===== src/rtl/gate_net_pkg.sv =====
// rtl/gate_net_pkg.sv - shared types and constants for the gate network sweep controller
package gate_net_pkg;

  localparam int VEC_W = 6;

  // Bit positions of the network inputs inside a vector {A,B,C,D,E,F}
  localparam int BIT_A = 5;
  localparam int BIT_B = 4;
  localparam int BIT_C = 3;
  localparam int BIT_D = 2;
  localparam int BIT_E = 1;
  localparam int BIT_F = 0;

  typedef enum logic [2:0] {
    ST_IDLE   = 3'd0,
    ST_APPLY  = 3'd1,
    ST_SETTLE = 3'd2,
    ST_SAMPLE = 3'd3,
    ST_REPORT = 3'd4,
    ST_DONE   = 3'd5
  } state_t;

endpackage


===== src/rtl/gate_net_ref.sv =====
// rtl/gate_net_ref.sv - combinational golden model of Y = ~(~(A&B) & (C&~B&D) & ~(E|F))
module gate_net_ref
  import gate_net_pkg::*;
(
  input  logic [VEC_W-1:0] vec,
  output logic             y
);

  logic a, b, c, d, e, f;

  assign a = vec[BIT_A];
  assign b = vec[BIT_B];
  assign c = vec[BIT_C];
  assign d = vec[BIT_D];
  assign e = vec[BIT_E];
  assign f = vec[BIT_F];

  assign y = ~(~(a & b) & (c & ~b & d) & ~(e | f));

endmodule


===== src/rtl/gate_net_sweep_ctrl.sv =====
// rtl/gate_net_sweep_ctrl.sv - sweeps input vectors through the gate network and checks each
// sampled output against the golden model, streaming one result per vector.
module gate_net_sweep_ctrl
  import gate_net_pkg::*;
#(
  parameter int SETTLE_CYC = 4,
  parameter int CNT_W      = 7
) (
  input  logic             clk,
  input  logic             rst,
  input  logic             start,
  input  logic             abort,
  input  logic [5:0]       cfg_first,
  input  logic [5:0]       cfg_last,
  output logic [5:0]       vec_out,
  input  logic             net_y,
  output logic             busy,
  output logic             done,
  output logic             aborted,
  output logic             res_valid,
  input  logic             res_ready,
  output logic [5:0]       res_vec,
  output logic             res_y,
  output logic             res_exp,
  output logic [CNT_W-1:0] err_cnt,
  output logic [5:0]       first_err_vec,
  output logic             first_err_valid
);

  localparam logic [7:0] SETTLE_LD = 8'(SETTLE_CYC);

  state_t           state;
  logic [7:0]       settle_cnt;
  logic [VEC_W-1:0] last_r;
  logic             exp_y;
  logic             in_sweep;

  gate_net_ref u_ref (
    .vec (vec_out),
    .y   (exp_y)
  );

  assign in_sweep = (state == ST_APPLY) || (state == ST_SETTLE) ||
                    (state == ST_SAMPLE) || (state == ST_REPORT);

  always_ff @(posedge clk) begin
    if (rst) begin
      state           <= ST_IDLE;
      settle_cnt      <= '0;
      last_r          <= '0;
      vec_out         <= '0;
      busy            <= 1'b0;
      done            <= 1'b0;
      aborted         <= 1'b0;
      res_valid       <= 1'b0;
      res_vec         <= '0;
      res_y           <= 1'b0;
      res_exp         <= 1'b0;
      err_cnt         <= '0;
      first_err_vec   <= '0;
      first_err_valid <= 1'b0;
    end else begin
      done <= 1'b0;
      // abort wins over everything else, including a result handshake in the same cycle
      if (abort && in_sweep) begin
        state     <= ST_DONE;
        done      <= 1'b1;
        busy      <= 1'b0;
        aborted   <= 1'b1;
        res_valid <= 1'b0;
      end else begin
        case (state)
          ST_IDLE: begin
            if (start) begin
              last_r          <= cfg_last;
              vec_out         <= cfg_first;
              err_cnt         <= '0;
              first_err_vec   <= '0;
              first_err_valid <= 1'b0;
              aborted         <= 1'b0;
              busy            <= 1'b1;
              state           <= ST_APPLY;
            end
          end
          ST_APPLY: begin
            settle_cnt <= SETTLE_LD;
            state      <= ST_SETTLE;
          end
          ST_SETTLE: begin
            settle_cnt <= settle_cnt - 8'd1;
            if (settle_cnt == 8'd1) begin
              state <= ST_SAMPLE;
            end
          end
          ST_SAMPLE: begin
            res_vec   <= vec_out;
            res_y     <= net_y;
            res_exp   <= exp_y;
            res_valid <= 1'b1;
            if (net_y != exp_y) begin
              if (err_cnt != '1) begin
                err_cnt <= err_cnt + 1'b1;
              end
              if (!first_err_valid) begin
                first_err_vec   <= vec_out;
                first_err_valid <= 1'b1;
              end
            end
            state <= ST_REPORT;
          end
          ST_REPORT: begin
            if (res_ready) begin
              res_valid <= 1'b0;
              if (vec_out == last_r) begin
                state <= ST_DONE;
                done  <= 1'b1;
                busy  <= 1'b0;
              end else begin
                vec_out <= vec_out + 6'd1;
                state   <= ST_APPLY;
              end
            end
          end
          ST_DONE: begin
            state <= ST_IDLE;
          end
          default: begin
            state <= ST_IDLE;
          end
        endcase
      end
    end
  end

endmodule


===== config.mk =====
export PLATFORM = sky130hd
export DESIGN_NAME = gate_net_sweep_ctrl
export DESIGN_NICKNAME = d
export VERILOG_FILES = /design/src/rtl/gate_net_pkg.sv /design/src/rtl/gate_net_ref.sv /design/src/rtl/gate_net_sweep_ctrl.sv
export SDC_FILE = /design/constraint.sdc
export NUM_CORES = 1
export LEC_CHECK = 0
export CELL_PAD_IN_SITES_DETAIL_PLACEMENT = 2
export CELL_PAD_IN_SITES_GLOBAL_PLACEMENT = 2
export CORE_MARGIN = 5
export CORE_UTILIZATION = 32
export DETAILED_ROUTE_END_ITERATION = 7
export PLACE_DENSITY_LB_ADDON = 0.1
export SLEW_MARGIN = 10
export SYNTH_ARGS = -nofsm -noshare
export SYNTH_HDL_FRONTEND = slang
export SYNTH_SLANG_ARGS = --single-unit

===== constraint.sdc =====
create_clock -name clk -period 3.3 [get_ports clk]
set_input_delay 0.33 -clock clk [delete_from_list [all_inputs] [get_ports clk]]
set_output_delay 0.33 -clock clk [all_outputs]
set_load 0.005 [all_outputs]

==> flow_metrics.tcl <==
set metrics [dict create \
    async_flop_share_pct 0 \
    syn-num-nets 322 \
    crit_fanout 15 \
    grt_pass1_wl_mm 12.5 \
    grt_overflow 0 \
    hold_depth 2 \
    yosys-top-cells-count "nand2_1 (51), dfxtp_1 (49), a21oi_1 (37)" \
    synthTopCellsByArea "dfxtp_1 (40%), nand2_1 (7.8%), a21oi_1 (7.5%)" \
    cts_tree "done" \
    setup_viol 0 \
    yosysSeqAreaShare_pct 39.9 \
    synth_seq_cells 49 \
    finalPower_mw 1.61 \
    grt_pass1_vias 2516 \
    dp_hpwl_mm 5.39 \
    cts.sinks 49 \
    rr_startpoint "state[2]" \
    synth_top_cell_by_area "dfxtp_1" \
    hold_viol_final 0 \
    fin_crit_sh_pct 66.9 \
    hold_end "res_y" \
    postCtsResizedCells 0 \
    multi_input_area_um2 1350 \
    gr-usage-met2_pct 26.9 \
    synth_edf_count 0 \
    critPathArrivalTime_ns 2.43 \
    rows 32 \
    holdWs_ns 0.468 \
    slew_headroom_pct 37.4 \
    tightestPinTransition_ns 0.937 \
    maxCapViolCount 0 \
    rrSetupSlack_ns 1.09 \
    start_kind "register" \
    core_um2 7610 \
    grt_usage_pct 15.6 \
    synth_most_common_cell "nand2_1" \
    outcome "completed" \
    clk_latency_ns 0.31 \
    end_kind "register" \
    drt_first_iter_violations 51 \
    path_cells "inv_1 > o311ai_2 > a211oi_1 > a211oi_1" \
    io_pins 50 \
    ctsHoldBuffers 0 \
    ys_types 54 \
    finalWirelength_mm 7.38 \
    ant_nets 0 \
    fmax_mhz 453 \
    layout.nets 364 \
    critPathSlowestCell "o311ai_2" \
    fill_cells 882 \
    clk_path_buf_depth 2 \
    min_from "res_y" \
    first_pass_iters 4 \
    start_util_pct 32.3 \
    avgSynthCellArea_um2 8.21 \
    fin_crit_ns 2.21 \
    drive_above_1_share_pct 7.31 \
    dieArea_um2 9530 \
    worst-setup-path-type "reg2reg" \
    finalClockSkew_ns 0.00980 \
    required_ns 3.52 \
    netlist.area_leader.share_pct 39.9 \
    rr_worst_depth 4 \
    drv_slew 0 \
    rsz0062_at_grt "no" \
    grt.busiest_layer "met2" \
    post_cts_buffers 0 \
    synth.cell_area_um2 2460 \
    htreeDepth 2 \
    gp_congestion 0.741 \
    synthCells 299 \
    powerDensity_nw_per_um2 521 \
    p_leak_nw 1.08 \
    seqCellArea_um2 981 \
    root_buffer "clkbuf_8" \
    ir_drop_v 0.000161 \
    diodes 0 \
    finalSetupTns_ns 0 \
    ys.flop_type "dfxtp_1" \
    die_h_um 97.6 \
    grtUsageMet1_pct 19.7 \
    cts_buffers 5 \
    synthToLayoutAreaGrowth_pct 26.1 \
    setup_slack_ns 1.09 \
    crit_path_frequent_cell "a211oi_1" \
    clk_pin_slew_ns 0.10 \
    cpPeakStageDelay_ns 0.88 \
    grt_max_degree 36 \
    yosysWarnings 0 \
    hold_class "reg2reg" \
    port_buffers 49 \
    antenna_found_initial 0 \
    drc 0 \
    use_met3_pct 3.37 \
    vias 2306 \
    r2r-end "vec_out[1]" \
    wire_per_inst_um 16.6 \
    die_w_um 97.6 \
    via_per_inst 5.19 \
    place_ws_ns 0.980 \
]
## critical path: cells and delay by family (launching register included)
family / cells / cell delay (ns)
compound gates: 3 / 1.24
buf+inv: 1 / 0.26
flops: 1 / 0.63
## layer usage
metal | vias up | wire, um
met5 | - | 0
met4 | 0 | 74
met3 | 5 | 298
met2 | 39 | 3500
met1 | 1137 | 3500
li1 | 1125 | -
## where the power goes
| part | total, mW | leakage [nW] | internal (mW) | switching [mW] |
|---|---|---|---|---|
| sequential | 0.751 | 0.398 | 0.651 | 0.0999 |
| combinational | 0.462 | 0.631 | 0.209 | 0.252 |
| clock | 0.400 | 0.0542 | 0.190 | 0.210 |
| total | 1.61 | 1.08 | 1.05 | 0.562 |
## state kept, by name, summed over array words and instances, names as in the netlist
| name | count |
|---|---|
| done | 1 |
| first_err_valid | 1 |
| res_y | 1 |
| busy | 1 |
| first_err_vec | 6 |
| aborted | 1 |
| err_cnt | 7 |
| settle_cnt | 8 |
| vec_out | 6 |
| res_exp | 1 |
| res_valid | 1 |
| res_vec | 6 |
| state | 3 |
| last_r | 6 |
## area by class of cell
class                           count  area share, %
Multi-Input combinational cell    225           43.5
Sequential cell                    49           31.7
Timing Repair Buffer               51           16.3
Tap cell                          102           4.12
Clock buffer                        7           3.11
Inverter                            9           1.09
Clock inverter                      1          0.162
## worst max path at each step
stage                     cells past startpoint  startpoint       endpoint  slack [ns]
final                                         4    state[2]     vec_out[1]        1.09
after global routing                          4    state[2]     vec_out[0]        0.89
after CTS                                     4    state[2]     vec_out[1]        1.08
after detailed placement                      5       abort  settle_cnt[4]        0.98
after global placement                        6       abort     err_cnt[3]        1.02
after floorplan                               8  vec_out[0]     err_cnt[3]        1.60
## metrics by stage
stage / utilization [%] / instances / instance area [um^2]
floorplan: - / 299 / 2460
global placement: 39.4 / 436 / 3000
detailed placement: 39.4 / 436 / 3000
CTS: 40.7 / 444 / 3100
global route: 40.7 / 444 / 3100
finish: 40.7 / 444 / 3100
## logic make-up after synthesis
logic type | synth area share [%]
AOI/OAI and AO/OA | 20.8
xor gates and xnor gates | 5.76
adders and majority gates | 2.55
buffers and inverters | 5.20
DFF | 39.9
and+or+nand+nor | 25.8
## cells in the final DEF, fill, tap and decap left out, drive strengths merged, types with 2 or more instances in the layout
cell and count:
nand3b 3, nor3b 3, xnor2 9, o32ai 3
dfxtp 49, clkbuf 7, nand4 2, o21ai 21
xor2 5, a31oi 4, or2 2, nor3 10
nand3 10, nor2 20, nand2b 2, o21a 3
inv 9, clkdlybuf4s50 49, a211oi 5, buf 2
and3 6, o31ai 2, nor4 2, a21oi 37
and2 4, ha 5, nand4b 3, nand2 52
(Power assumes the default switching activity.)
